**config.mk**
```make
export PLATFORM = sky130hd
export DESIGN_NAME = trap_sched
export DESIGN_NICKNAME = d
export VERILOG_FILES = /design/src/rtl/trap_sched_pkg.sv /design/src/rtl/trap_vec_calc.sv /design/src/rtl/trap_sched.sv
export SDC_FILE = /design/constraint.sdc
export NUM_CORES = 1
export LEC_CHECK = 0
export CAP_MARGIN = 5
export CORE_AREA = 2 2 192 194
export DETAILED_ROUTE_END_ITERATION = 12
export DIE_AREA = 0 0 194 196
export HOLD_SLACK_MARGIN = 0.03
export MAX_ROUTING_LAYER = met4
export SYNTH_ARGS = -nofsm -noshare
export SYNTH_HDL_FRONTEND = slang
export SYNTH_SLANG_ARGS = --single-unit
```
**constraint.sdc**
```tcl
create_clock -name clk -period 14.9 [get_ports clk]
set_input_delay 4.47 -clock clk [delete_from_list [all_inputs] [get_ports clk]]
set_output_delay 4.47 -clock clk [all_outputs]
set_load 0.01 [all_outputs]
```
**src/rtl/trap_sched_pkg.sv**
```systemverilog
// Shared constants and types for the trap scheduler: FSM states, event kinds,
// mcause codes and the mtvec vectored-mode encoding.
package trap_sched_pkg;

  typedef enum logic [1:0] {
    StIdle   = 2'd0,
    StDrain  = 2'd1,
    StCommit = 2'd2
  } state_e;

  typedef enum logic [1:0] {
    KindExc  = 2'd0,
    KindInt  = 2'd1,
    KindMret = 2'd2
  } kind_e;

  localparam int unsigned CauseBreakpoint = 3;
  localparam int unsigned CauseEcallM     = 11;
  localparam int unsigned CauseMTimer     = 7;

  localparam logic [1:0] MtvecModeVectored = 2'b01;

endpackage

```
**src/rtl/trap_vec_calc.sv**
```systemverilog
// Redirect target for a detected event: mepc for MRET, otherwise the mtvec base,
// offset by 4*cause for timer interrupts in vectored mode.
module trap_vec_calc
  import trap_sched_pkg::*;
#(
  parameter int unsigned XLEN        = 64,
  parameter bit          VECTORED_EN = 1'b0
) (
  input  kind_e            kind_i,
  input  logic [XLEN-1:0]  mtvec_i,
  input  logic [XLEN-1:0]  mepc_i,
  output logic [XLEN-1:0]  target_o
);

  logic [XLEN-1:0] base;

  always_comb begin
    base     = {mtvec_i[XLEN-1:2], 2'b00};
    target_o = base;
    unique case (kind_i)
      KindMret: target_o = mepc_i;
      KindInt: begin
        if (VECTORED_EN && (mtvec_i[1:0] == MtvecModeVectored)) begin
          target_o = base + XLEN'(4 * CauseMTimer);
        end
      end
      default: target_o = base;
    endcase
  end

endmodule

```
**src/rtl/trap_sched.sv**
```systemverilog
// Trap/MRET scheduler: detects a retiring event, waits for the bus to drain
// (bounded by DRAIN_TO), then emits one commit cycle of strobes and a redirect.
module trap_sched
  import trap_sched_pkg::*;
#(
  parameter int unsigned XLEN        = 64,
  parameter bit          VECTORED_EN = 1'b0,
  parameter int unsigned DRAIN_TO    = 256
) (
  input  logic             clk,
  input  logic             rst,
  input  logic             wb_valid,
  input  logic [XLEN-1:0]  wb_pc,
  input  logic [XLEN-1:0]  wb_npc,
  input  logic             wb_ecall,
  input  logic             wb_ebreak,
  input  logic             wb_mret,
  input  logic             mstatus_mie,
  input  logic             mie_mtie,
  input  logic             clint_mtip,
  input  logic [XLEN-1:0]  mtvec,
  input  logic [XLEN-1:0]  mepc,
  input  logic             bus_busy,
  output logic             stall,
  output logic             trap_req,
  output logic             ret_req,
  output logic [XLEN-1:0]  trap_cause,
  output logic [XLEN-1:0]  trap_epc,
  output logic             redirect_valid,
  output logic [XLEN-1:0]  redirect_pc,
  output logic             flush,
  output logic             drain_err,
  output logic [31:0]      trap_cnt
);

  localparam int unsigned CntW = $clog2(DRAIN_TO + 1);

  state_e          state_q, state_d;
  kind_e           kind_q, kind_d, det_kind;
  logic            detect, irq_pend;
  logic [XLEN-1:0] det_cause, det_epc, det_target;
  logic [XLEN-1:0] cause_q, cause_d, epc_q, epc_d, target_q, target_d;
  logic [CntW-1:0] drain_cnt_q, drain_cnt_d;
  logic [31:0]     cnt_q, cnt_d;

  assign irq_pend = clint_mtip & mie_mtie & mstatus_mie;

  // Priority decode; an interrupt loses to any retiring MRET or exception.
  always_comb begin
    detect    = 1'b0;
    det_kind  = KindExc;
    det_cause = '0;
    det_epc   = wb_pc;
    if (state_q == StIdle && wb_valid) begin
      if (wb_ebreak) begin
        detect    = 1'b1;
        det_cause = XLEN'(CauseBreakpoint);
      end else if (wb_ecall) begin
        detect    = 1'b1;
        det_cause = XLEN'(CauseEcallM);
      end else if (wb_mret) begin
        detect   = 1'b1;
        det_kind = KindMret;
      end else if (irq_pend) begin
        detect    = 1'b1;
        det_kind  = KindInt;
        det_cause = {1'b1, (XLEN-1)'(CauseMTimer)};
        det_epc   = wb_npc;
      end
    end
  end

  trap_vec_calc #(
    .XLEN        (XLEN),
    .VECTORED_EN (VECTORED_EN)
  ) u_vec_calc (
    .kind_i   (det_kind),
    .mtvec_i  (mtvec),
    .mepc_i   (mepc),
    .target_o (det_target)
  );

  always_comb begin
    state_d        = state_q;
    kind_d         = kind_q;
    cause_d        = cause_q;
    epc_d          = epc_q;
    target_d       = target_q;
    drain_cnt_d    = drain_cnt_q;
    cnt_d          = cnt_q;
    stall          = 1'b0;
    trap_req       = 1'b0;
    ret_req        = 1'b0;
    redirect_valid = 1'b0;
    flush          = 1'b0;
    drain_err      = 1'b0;
    unique case (state_q)
      StIdle: begin
        if (detect) begin
          stall       = 1'b1;
          kind_d      = det_kind;
          target_d    = det_target;
          drain_cnt_d = '0;
          if (det_kind != KindMret) begin
            cause_d = det_cause;
            epc_d   = det_epc;
          end
          if (bus_busy) begin
            state_d = StDrain;
          end else begin
            state_d = StCommit;
            if (det_kind != KindMret) cnt_d = cnt_q + 32'd1;
          end
        end
      end
      StDrain: begin
        stall = 1'b1;
        if (!bus_busy) begin
          state_d = StCommit;
        end else if (drain_cnt_q == CntW'(DRAIN_TO - 1)) begin
          drain_err = 1'b1;
          state_d   = StCommit;
        end else begin
          drain_cnt_d = drain_cnt_q + 1'b1;
        end
        // Count on COMMIT entry so trap_cnt already reflects the trap during COMMIT.
        if (state_d == StCommit && kind_q != KindMret) cnt_d = cnt_q + 32'd1;
      end
      StCommit: begin
        stall          = 1'b1;
        redirect_valid = 1'b1;
        flush          = 1'b1;
        drain_cnt_d    = '0;
        if (kind_q == KindMret) ret_req = 1'b1;
        else                    trap_req = 1'b1;
        state_d = StIdle;
      end
      default: state_d = StIdle;
    endcase
  end

  always_ff @(posedge clk or posedge rst) begin
    if (rst) begin
      state_q     <= StIdle;
      kind_q      <= KindExc;
      cause_q     <= '0;
      epc_q       <= '0;
      target_q    <= '0;
      drain_cnt_q <= '0;
      cnt_q       <= '0;
    end else begin
      state_q     <= state_d;
      kind_q      <= kind_d;
      cause_q     <= cause_d;
      epc_q       <= epc_d;
      target_q    <= target_d;
      drain_cnt_q <= drain_cnt_d;
      cnt_q       <= cnt_d;
    end
  end

  assign trap_cause  = cause_q;
  assign trap_epc    = epc_q;
  assign redirect_pc = target_q;
  assign trap_cnt    = cnt_q;

endmodule

```
Yosys cells after proc, flatten, opt, wreduce, memory -nomap -nowiden
Index checks and enable logic that the tools add are counted.
{"block": "classes", "n_addsub": 2, "reduce_logical": 10, "eq_ne": 14, "mux": 46, "bitwise": 2}
{"operator": "two-way mux 64 bit", "n": 11}
{"operator": "two-way mux 32 bit", "n": 4}
{"operator": "one-hot mux 32 bit (2 select lines)", "n": 1}
{"operator": "adder 32 x 1 -> 32 bit, second input constant", "n": 1}
{"operator": "two-way mux 9 bit", "n": 3}
{"operator": "one-hot mux 9 bit (3 select lines)", "n": 1}
{"operator": "two-way mux 2 bit", "n": 9}
{"operator": "two-way mux 1 bit", "n": 15}
{"operator": "inequality test 2 bit, second input constant", "n": 7}
{"operator": "adder 9 x 1 -> 9 bit, second input constant", "n": 1}
{"operator": "equality test 9 x 8 -> 1 bit, second input constant", "n": 1}
{"operator": "equality test 2 bit, second input constant", "n": 4}
{"operator": "AND reduction 5 bit", "n": 1}
{"operator": "one-hot mux 2 bit (2 select lines)", "n": 1}
{"operator": "AND reduction 4 bit", "n": 1}
{"operator": "AND reduction 3 bit", "n": 1}
{"operator": "nonzero test 3 bit", "n": 1}
{"operator": "bitwise AND 1 bit", "n": 2}
{"operator": "equality test 2 x 1 -> 1 bit, second input constant", "n": 1}
{"operator": "logical AND 1 bit", "n": 2}
{"operator": "zero test 2 bit", "n": 1}
{"operator": "inequality test 2 x 1 -> 1 bit, second input constant", "n": 1}
{"operator": "one-hot mux 1 bit (2 select lines)", "n": 1}
{"operator": "AND reduction 2 bit", "n": 1}
{"operator": "other kinds (2)", "n": 2}
{"block": "word_totals", "out_inout_bits": 230, "ff_bits": 237, "word_cells": 81}

Longest topological paths before layout
Gate-level depths: netlist of the first run.
{"block": "depth", "word_depth": 12, "ltp_mapped": 11, "depth_no_buf": 10}

Modules after synthesis
A second synthesis of the first run with hierarchy kept.
{"block": "unflattened", "cells_unflattened": 790, "hier_area_um2": 9267.6}
{"module": "trap_sched", "cells_per_inst": 718, "seq_area_each_um2": 4404.2, "area_each_um2": 8185.4, "instances": 1}
{"module": "trap_vec_calc", "cells_per_inst": 72, "seq_area_each_um2": 0.0, "area_each_um2": 1082.3, "instances": 1}

Worst setup path after synthesis of the first run
OpenSTA, ideal clock, no wires.
{"block": "synth_timing", "path_type": "input-to-output", "start": "input wb_ebreak", "end": "output stall", "cell_stages": 5, "arrival_time_ns": 5.625, "n_path_buf": 2, "path_slack_ns": 4.805, "path_cell_list": "or3_1 > o211ai_2 > buf_2 > buf_2 > a21oi_1"}
{"block": "synth_via", "elab_chain_cells": 4}
{"item": "start: declaration", "line": "trap_sched.sv:16", "text": "input logic wb_ebreak,"}
{"item": "two-way mux 1 bit", "line": "trap_sched.sv:55", "text": "if (wb_ebreak) begin"}
{"item": "two-way mux 1 bit", "line": "trap_sched.sv:54", "text": "if (state_q == StIdle && wb_valid) begin"}
{"item": "two-way mux 1 bit", "line": "trap_sched.sv:99", "text": "if (detect) begin"}
{"item": "one-hot mux 1 bit (2 select lines)", "line": "trap_sched.sv:97", "text": "unique case (state_q)"}
{"item": "end: declaration", "line": "trap_sched.sv:24", "text": "output logic stall,"}
Every way passes these cells.

Final worst setup path of the first run
{"block": "layout_timing", "start": "input wb_mret", "end": "output stall"}
{"block": "layout_via", "elab_chain_cells": 6}
{"item": "start: declaration", "line": "trap_sched.sv:17", "text": "input logic wb_mret,"}
{"item": "two-way mux 1 bit", "line": "trap_sched.sv:61", "text": "end else if (wb_mret) begin"}
{"item": "two-way mux 1 bit", "line": "trap_sched.sv:58", "text": "end else if (wb_ecall) begin"}
{"item": "two-way mux 1 bit", "line": "trap_sched.sv:55"}
{"item": "two-way mux 1 bit", "line": "trap_sched.sv:54"}
{"item": "two-way mux 1 bit", "line": "trap_sched.sv:99"}
{"item": "one-hot mux 1 bit (2 select lines)", "line": "trap_sched.sv:97"}
Every way passes these cells.

==> results.md, run 1 <==
* **hold wc startpoint** kind_q[1]
* **summed instance area of the synthesized netlist** 8520 sq um
* **Synth area leader** sky130_fd_sc_hd__dfrtp_1
* **fin crit period** 10.66 ns
* **number of placement rows** 70
* **master cell of the clock root buffer** sky130_fd_sc_hd__clkbuf_16
* **critical-path cell with the highest stage delay** sky130_fd_sc_hd__clkdlybuf4s50_1
* **Port Buf Inserts** 434
* **TNS Setup** 0 ns
* **most common cell in the synthesized netlist** sky130_fd_sc_hd__dfrtp_1
* **maximum vdd drop** 0.0770 mV
* **post-CTS sizing** 0
* **fraction of layout instances using a drive strength above 1** 3.85%
* **die outline area** 38000 sq um
* **multi-input combinational cell area** 3610 sq um
* **number of buffers added for setup after CTS** 0
* **total DRC errors in the routed layout** 0
* **critical path launch point type** input port
* **Flop pwr share** 35.2%
* **per-instance average area after synthesis** 9.96 sq um
* **Crit path max-delay family** buffers and inverters
* **GR Overflow Total** 0
* **area used by sequential logic in the layout** 4400 sq um
* **total via count after detailed routing** 7613
* **met2 GRT Util** 24.1%
* **global routing usage on met1** 18.1%
* **final HPWL from detailed placement** 21400 um
* **YS warnings** 0
* **R2R Path Start** state_q[1]
* **worst min path class** reg -> reg
* **initial core utilization** 23.6%
* **Worst Path Class, Setup** in -> out
* **Max stage delay on crit path** 0.55 ns
* **Max Root-Sink Buffers** 2
* **via/cell ratio** 4.37
* **switching pwr** 774 uW
* **setup repair after global routing missed its margin** no
* **top_reg_cell synth** sky130_fd_sc_hd__dfrtp_1
* **Fillers** 3665
* **die span in y** 196 um
* **post-placement cell area** 13000 sq um
* **share of flip-flops with an asynchronous set or reset** 100%
* **Worst Max-Slew Pin Slew** 1.12 ns
* **Tot GR Track Use** 15.2%
* **endpoint kind of the worst setup timing path** output port
* **CTS buffer count** 17
* **total number of clock tree sinks** 176
* **most prevalent standard cell on the critical path** sky130_fd_sc_hd__clkdlybuf4s50_1
* **final worst hold slack** 0.471 ns
* **highest-utilization routing layer at the global route stage** met2
* **Power Internal** 1420 uW
* **final setup violation count** 0
* **part of the power in combinational logic** 44.2%
* **power density over the cells** 161 nW/um^2
* **fin crit share** 71.5%
* **Crit path arrival time** 6.19 ns
* **maximum fanout along the worst path** 4
* **CTS clock-pin slew for the worst setup and hold paths** 0.07 ns
* **DRT iter0 DRCs** 337
* **Synth-to-Final Area Change** 59.8%
* **final-stage net count** 1533
* **share of the yosys chip area belonging to registers** 51.7%
* **Final GP Congestion** 0.802
* **Synth top area share** 51.7%
* **final std cell area, no fill** 13600 sq um
* **wire length of the first global-routing pass** 43600 um
* **number of antenna violations at the first check in global routing** 1
* **clock tree from TritonCTS** built
* **synth unique cells** 46
* **total wirelength of the detailed-routed design** 28700 um
* **clock latency at the later pin of the worst-skew pair** 0.44 ns
* **number of iterations in the first detailed-routing pass** 5
* **EDFF count, synth** 0
* **net switching share of the total power** 35.3%
* **total number of H-tree levels** 4
* **minimum setup slack in the final design** 4.24 ns
* **floorplan die width** 194 um
* **biggest area contributors in the synthesized netlist** sky130_fd_sc_hd__dfrtp_1, sky130_fd_sc_hd__mux2i_1, sky130_fd_sc_hd__nand2_1
* **relative slew slack** 25.4%
* **area inside the core boundary** 36100 sq um
* **routed length per instance** 16.5 um
* **register bit total from synthesis** 176
* **CP Data Required Time** 10.43 ns
* **worst setup slack before clock tree synthesis** 4.22 ns
* **Detail Route Antenna Nets** 0
* **vias in the first global route** 7542
* **worst-case clock skew** 0.00664 ns
* **beginning of the critical path** wb_mret
* **Final Max Tran Viols** 0
* **synthesized instance count** 856
* **CP bufs+invs** 2
* **count of pins on the block boundary** 496
* **global routing met3 resource utilization** 5.21%
* **result of the run** completed
* **CTS Hold Bufs** 0
* **proportion of power drawn by the clock network** 20.7%
* **max-cap violation count** 0
* **most instantiated cells after synthesis** sky130_fd_sc_hd__dfrtp_1, sky130_fd_sc_hd__nand2_1, sky130_fd_sc_hd__nor2_1
* **Hold Violations, Final** 0
* **largest net degree at the start of global routing** 113
* **leakage power** 0.00560 uW
* **Peak Freq** 93.8 MHz
* **cells along the critical path** clkdlybuf4s50_1 -> or3_1 -> o211ai_4 -> a21oi_1 -> clkdlybuf4s50_1
[flip-flops by register name, summed over array words and instances (netlist names)]
register     cells
drain_cnt_q      9
kind_q           2
redirect_pc     64
state_q          2
trap_cause       3
trap_cnt        32
trap_epc        64
[path summary, 6_finish.rpt]
kind,endpoint,slack (ns),depth (start not counted)
max,stall,4.24,5
min,kind_q[1],0.47,1
max reg2reg,trap_epc[4],10.64,8
min reg2reg,kind_q[1],0.47,1
max in group asynchronous,trap_epc[2],9.26,3
min in group asynchronous,redirect_pc[29],4.40,2
[per-layer routing]
metal	vias up	wire length, um
met1	3610	12100
met5	-	0
met4	0	627
li1	3656	-
met3	35	2120
met2	312	13900
[worst register-to-register path: stages (launching register included)]
cell and delay, ns:
sky130_fd_sc_hd__dfrtp_1 0.45, sky130_fd_sc_hd__inv_1 0.11, sky130_fd_sc_hd__ha_1 0.41, sky130_fd_sc_hd__o211ai_4 0.14, sky130_fd_sc_hd__buf_4 0.35, sky130_fd_sc_hd__nor2_4 0.93, sky130_fd_sc_hd__buf_4 0.54, sky130_fd_sc_hd__buf_4 0.85
sky130_fd_sc_hd__a21oi_1 0.31
[final cells by class]
cell class / instances / area share (%)
Timing Repair Buffer: 442 / 32.3
Clock buffer: 21 / 3.46
Inverter: 7 / 0.230
Sequential cell: 176 / 32.3
Clock inverter: 11 / 0.763
Antenna cell: 1 / 0.0184
Multi-Input combinational cell: 616 / 26.5
Tap cell: 468 / 4.30
[per-stage QoR]
step                      power, uW  instances  utilization, %
after floorplan                1210        914               -
after global placement         1740       1709            36.1
after detailed placement       1750       1709            36.1
after CTS                      2220       1741            37.7
after global routing           2330       1742            37.7
final                          2190       1742            37.7
[kinds of logic after synthesis]
group	Yosys count	share of synthesized area, %
AO/OA/AOI/OAI	159	12.0
XOR/XNOR	31	3.19
adder cells (fa/ha/maj)	7	1.03
buffers and inverters	122	8.74
flip-flops	176	51.7
multiplexers	65	7.65
other	1	0.0440
AND/OR/NAND/NOR	295	15.6
[layout by cell type (no fill, tap or decap), types with 5 or more instances in the layout]
| master | instances |
|---|---|
| sky130_fd_sc_hd__o21ai_0 | 8 |
| sky130_fd_sc_hd__a21oi_1 | 68 |
| sky130_fd_sc_hd__inv_1 | 6 |
| sky130_fd_sc_hd__nand4_1 | 17 |
| sky130_fd_sc_hd__nor2_1 | 69 |
| sky130_fd_sc_hd__mux2i_1 | 64 |
| sky130_fd_sc_hd__dfrtp_1 | 176 |
| sky130_fd_sc_hd__clkdlybuf4s50_1 | 434 |
| sky130_fd_sc_hd__and4_1 | 5 |
| sky130_fd_sc_hd__nand3_1 | 20 |
| sky130_fd_sc_hd__clkbuf_16 | 17 |
| sky130_fd_sc_hd__conb_1 | 59 |
| sky130_fd_sc_hd__a22oi_1 | 62 |
| sky130_fd_sc_hd__ha_1 | 7 |
| sky130_fd_sc_hd__nand2_1 | 141 |
| sky130_fd_sc_hd__buf_4 | 8 |
| sky130_fd_sc_hd__and3_1 | 17 |
| sky130_fd_sc_hd__xnor2_1 | 30 |
[power by group through the flow]
stage | combinational (uW) | sequential, uW | clock [uW]
finish | 968 | 770 | 452
global route | 1050 | 795 | 485
CTS | 982 | 771 | 468
detailed placement | 979 | 776 | 0
global placement | 970 | 769 | 0
floorplan | 358 | 849 | 0
(Power assumes the default switching activity.)
==> run 2, diff against run 1 <==
Settings changed: CORE_AREA 2 2 192 194 to 2 2 191 193, DIE_AREA 0 0 194 196 to 0 0 193 195.
Clock period 14.9 ns to 10.9 ns, I/O delays scaled along.
==> results.md, run 2 (synthesis gave the netlist of run 1 again) <==
* **maximum fanout along the worst path** 8, +4
* **clock latency at the later pin of the worst-skew pair** 0.45 ns, about the same
* **wire length of the first global-routing pass** 43500 um, -0.36%
* **post-CTS sizing** 0, unchanged
* **total number of clock tree sinks** 176, unchanged
* **setup repair after global routing missed its margin** no
* **max-cap violation count** 0, unchanged
* **Tot GR Track Use** 15.7%, +0.50 points
* **worst-case clock skew** 0.0120 ns, +0.00532 ns
* **fin crit share** 78.3%
* **DRT iter0 DRCs** 326, -3.3%
* **highest-utilization routing layer at the global route stage** met2
* **worst setup slack before clock tree synthesis** 2.30 ns, -1.91 ns
* **leakage power** 0.00561 uW, +0.19%
* **placed cell count** 1701, -0.47%
* **Final Instance Count excl. Fillers** 1734, -0.46%
* **total wirelength of the detailed-routed design** 28900 um, +0.51%
* **Max Root-Sink Buffers** 2, unchanged
* **CP Data Required Time** 7.63 ns, -2.80 ns
* **fraction of layout instances using a drive strength above 1** 3.85%, about the same
* **Synth-to-Final Area Change** 60.1%
* **power density over the cells** 222 nW/um^2, +38%
* **result of the run** completed
* **total number of H-tree levels** 4, unchanged
* **Crit path max-delay family** buffers and inverters
* **final worst hold slack** 0.471 ns, -0.00000300 ns
* **total via count after detailed routing** 7542, -0.93%
* **fin crit period** 8.53 ns
* **minimum setup slack in the final design** 2.37 ns, -1.87 ns
* **CP bufs+invs** 2, unchanged
* **slack of the worst reg-to-reg path** 7.21 ns, -3.43 ns
* **clock tree from TritonCTS** built
* **endpoint kind of the worst setup timing path** output port
* **TNS Setup** 0 ns, unchanged
* **Max stage delay on crit path** 0.54 ns, about the same
* **Final Max Tran Viols** 0, unchanged
* **worst min-delay path endpoint** kind_q[1]
* **die span in y** 195 um, -0.51%
* **relative slew slack** 29.8%, +4.4 points
* **critical path launch point type** input port
* **global routing usage on met1** 18.3%, +0.15 points
* **Hold Violations, Final** 0, unchanged
* **initial core utilization** 24.1%, +0.46 points
* **met2 GRT Util** 25.5%, +1.5 points
* **count of pins on the block boundary** 496, unchanged
* **vias in the first global route** 7640, +1.3%
* **Worst Max-Slew Pin Slew** 1.05 ns, -0.0687 ns
* **capture instance of the worst register-to-register path** redirect_pc[63]
* **instance count along the most critical hold path** 1, unchanged
* **final-stage net count** 1532, -0.065%
* **area inside the core boundary** 35400 sq um, -1.9%
* **maximum vdd drop** 0.113 mV, +47%
* **final setup violation count** 0, unchanged
* **Final GP Congestion** 0.796, -0.82%
* **Fillers** 3488, -4.8%
* **CTS Hold Bufs** 0, unchanged
* **number of buffers added for setup after CTS** 0, unchanged
* **total DRC errors in the routed layout** 0, unchanged
* **CTS buffer count** 17, unchanged
* **number of placement rows** 69, -1.4%
* **Port Buf Inserts** 434, unchanged
* **Crit path arrival time** 5.26 ns, -0.93 ns
* **most prevalent standard cell on the critical path** sky130_fd_sc_hd__clkdlybuf4s50_1
* **GR Overflow Total** 0, unchanged
* **master cell of the clock root buffer** sky130_fd_sc_hd__clkbuf_16
* **worst min path class** reg -> reg
* **Peak Freq** 117 MHz
* **number of antenna violations at the first check in global routing** 1, unchanged
* **routed length per instance** 16.7 um, +0.97%
* **commonest cells after routing, fill and taps aside** sky130_fd_sc_hd__clkdlybuf4s50_1, sky130_fd_sc_hd__dfrtp_1, sky130_fd_sc_hd__nand2_1
* **final HPWL from detailed placement** 21400 um, +0.12%
* **Reg2Reg Depth** 9, +1
* **global routing met3 resource utilization** 5.00%, -0.21 points
* **via/cell ratio** 4.35, -0.48%
* **number of iterations in the first detailed-routing pass** 4, -1
* **final std cell area, no fill** 13600 sq um, +0.22%
* **largest net degree at the start of global routing** 153, +35%
* **die outline area** 37600 sq um, -1.0%
* **critical-path cell with the highest stage delay** sky130_fd_sc_hd__clkdlybuf4s50_1
* **CTS clock-pin slew for the worst setup and hold paths** 0.06 ns, about the same
* **hold wc startpoint** kind_q[1]
* **floorplan die width** 193 um, -0.52%
* **R2R Path Start** state_q[1]
* **Detail Route Antenna Nets** 0, unchanged
* **most common cell after layout, fill and taps aside** sky130_fd_sc_hd__clkdlybuf4s50_1
* **Worst Path Class, Setup** in -> out
* **post-placement cell area** 13000 sq um, about the same
* **cells along the critical path** clkdlybuf4s50_1 -> or3_1 -> o211ai_4 -> a21oi_1 -> clkdlybuf4s50_1
-- run 2: cell count changes in the layout (fill, tap and decap cells not counted), sizes merged --
cell	previous run	this run
buf	8	7
bufinv	1	2
clkinv	5	3
clkinvlp	2	3
-- run 2: worst max-delay path by stage --
stage | from | end | slack, ns | depth (start not counted)
global placement | wb_mret | stall | 2.32 | 5
finish | wb_mret | stall | 2.37 | 5
detailed placement | wb_mret | stall | 2.30 | 5
CTS | wb_mret | stall | 2.30 | 5
global route | wb_mret | stall | 2.22 | 5
floorplan | rst | drain_cnt_q[0] | 2.86 | 1
-- run 2: final cells by class --
| cell class | instances | area, sq um | share of cell area, % |
|---|---|---|---|
| timing repair buffer | 441 | 4410 | 32.3 |
| inverter | 7 | 31.3 | 0.229 |
| clock inverter | 11 | 128 | 0.935 |
| tap | 461 | 577 | 4.23 |
| multi-input combinational | 616 | 3610 | 26.5 |
| sequential | 176 | 4400 | 32.3 |
| antenna | 1 | 2.50 | 0.0183 |
| clock buffer | 21 | 480 | 3.52 |
-- run 2: worst register-to-register path: cells and delay by family (launching register included) --
family,cells,cell delay (ns)
adders and majority gates,1,0.36
and+or+nand+nor,5,1.90
DFF,1,0.45
buffers and inverters,3,0.92
-- run 2: layer usage --
metal | up-vias | share of wire [%]
met3 | 31 | 7.9
met4 | 0 | 1.9
li1 | 3646 | -
met5 | - | 0
met2 | 290 | 49
met1 | 3575 | 41
-- run 2: report_power, final --
group          switching [uW]  internal [uW]
sequential                150            902
clock                     281            364
combinational             627            700
-- run 2: per-stage QoR --
stage	power, uW	util, %
after floorplan	1650	-
after global placement	2390	36.8
after detailed placement	2400	36.8
after CTS	3070	38.5
after global routing	3220	38.6
final	3020	38.6
==> run 3, diff against run 2 <==
Clock period 10.9 ns to 8.4 ns, I/O delays scaled along.
==> results.md, run 3 (synthesis gave the netlist of run 1 again) <==
* **result of the run** completed
* **GR Overflow Total** 0, unchanged
* **total number of clock tree sinks** 176, unchanged
* **number of antenna violations at the first check in global routing** 2, +1
* **clock latency at the later pin of the worst-skew pair** 0.45 ns, about the same
* **cells along the critical path** clkdlybuf4s50_1 -> or3_1 -> o211ai_4 -> a21oi_1 -> clkdlybuf4s50_1
* **routed length per instance** 16.6 um, about the same
* **initial core utilization** 24.1%, unchanged
* **floorplan die width** 193 um, unchanged
* **post-placement cell area** 13100 sq um, +0.17%
* **total number of H-tree levels** 4, unchanged
* **CTS buffer count** 17, unchanged
* **endpoint kind of the worst setup timing path** output port
* **Port Buf Inserts** 434, unchanged
* **master cell of the clock root buffer** sky130_fd_sc_hd__clkbuf_16
* **Max Root-Sink Buffers** 2, unchanged
* **leakage power** 0.00564 uW, +0.53%
* **number of buffers added for setup after CTS** 0, unchanged
* **Synth-to-Final Area Change** 60.7%
* **worst min path class** reg -> reg
* **Worst Path Class, Setup** in -> out
* **Tot GR Track Use** 15.7%, -0.025 points
* **wire length of the first global-routing pass** 43400 um, -0.11%
* **Detail Route Antenna Nets** 0, unchanged
* **power density over the cells** 289 nW/um^2, +30%
* **critical-path cell with the highest stage delay** sky130_fd_sc_hd__clkdlybuf4s50_1
* **Hold Violations, Final** 0, unchanged
* **CP bufs+invs** 2, unchanged
* **fraction of layout instances using a drive strength above 1** 4.08%, +0.23 points
* **die outline area** 37600 sq um, unchanged
* **Peak Freq** 146 MHz
* **commonest cells after routing, fill and taps aside** sky130_fd_sc_hd__clkdlybuf4s50_1, sky130_fd_sc_hd__dfrtp_1, sky130_fd_sc_hd__nand2_1
* **vias in the first global route** 7548, -1.2%
* **Final Max Tran Viols** 0, unchanged
* **Final GP Congestion** 0.786, -1.2%
* **total via count after detailed routing** 7626, +1.1%
* **DRT iter0 DRCs** 304, -6.7%
* **critical path launch point type** input port
* **total DRC errors in the routed layout** 0, unchanged
* **count of pins on the block boundary** 496, unchanged
* **fin crit period** 6.84 ns
* **final-stage net count** 1535, +0.20%
* **area inside the core boundary** 35400 sq um, unchanged
* **via/cell ratio** 4.39, +0.88%
* **fin crit share** 81.4%
* **total wirelength of the detailed-routed design** 28900 um, +0.17%
* **largest net degree at the start of global routing** 95, -38%
* **number of placement rows** 69, unchanged
* **relative slew slack** 21.5%, -8.3 points
* **Worst Max-Slew Pin Slew** 1.18 ns, +0.125 ns
* **worst-case clock skew** 0.0118 ns, -0.000145 ns
* **number of iterations in the first detailed-routing pass** 4, unchanged
* **final std cell area, no fill** 13700 sq um, +0.35%
* **die span in y** 195 um, unchanged
* **Crit path arrival time** 4.32 ns, -0.94 ns
* **Max stage delay on crit path** 0.53 ns, about the same
* **CTS clock-pin slew for the worst setup and hold paths** 0.06 ns, about the same
* **clock tree from TritonCTS** built
* **TNS Setup** 0 ns, unchanged
* **post-CTS sizing** 0, unchanged
* **Crit path max-delay family** buffers and inverters
* **CTS Hold Bufs** 0, unchanged
* **setup repair after global routing missed its margin** no
* **max-cap violation count** 0, unchanged
* **maximum vdd drop** 0.146 mV, +30%
* **final setup violation count** 0, unchanged
* **final HPWL from detailed placement** 21400 um, +0.24%
* **most prevalent standard cell on the critical path** sky130_fd_sc_hd__clkdlybuf4s50_1
* **most common cell after layout, fill and taps aside** sky130_fd_sc_hd__clkdlybuf4s50_1
* **CP Data Required Time** 5.88 ns, -1.75 ns
* **maximum fanout along the worst path** 4, -4
run 3: path summary, 6_finish.rpt:
| path | cells after the start | slack [ns] | end | start |
|---|---|---|---|---|
| worst max-delay path | 5 | 1.56 | stall | wb_mret |
| worst min-delay path | 1 | 0.47 | kind_q[1] | kind_q[1] |
| worst max register to register | 9 | 5.05 | trap_epc[36] | state_q[1] |
| worst min register to register | 1 | 0.47 | kind_q[1] | kind_q[1] |
| max in group asynchronous | 3 | 4.30 | redirect_pc[42] | rst |
| min in group asynchronous | 2 | 2.63 | redirect_pc[35] | rst |
run 3: area by class of cell:
class,instances,area (sq um)
inverters,7,31.3
clock inverters,11,150
fillers,3539,21700
flip-flops and latches,176,4400
multi-input cells,616,3610
clock buffers,21,480
diodes,2,5.00
repair buffers,444,4430
well taps,461,577
run 3: power breakdown:
group / switching, uW / internal (uW)
logic: 812 / 910
registers: 199 / 1170
clock network: 362 / 503
run 3: layer usage:
layer	track usage, %	wire length [um]	vias to the layer above
met5	-	0	-
met4	5.98	684	0
met3	4.42	2130	42
met2	25.2	14100	298
met1	18.5	12000	3637
li1	-	-	3649
run 3: per-stage QoR:
stage          hold WS, ns  setup slack, ns  utilization, %  cells  power [uW]
2_1_floorplan        0.442             1.11               -    914        2140
3_3_place_gp         0.452             1.56            36.9   1704        3100
3_5_place_dp         0.459             1.54            36.9   1704        3120
4_1_cts              0.473             1.54            38.7   1736        4010
5_1_grt              0.494             1.49            38.7   1738        4220
6_report             0.469             1.56            38.7   1738        3960
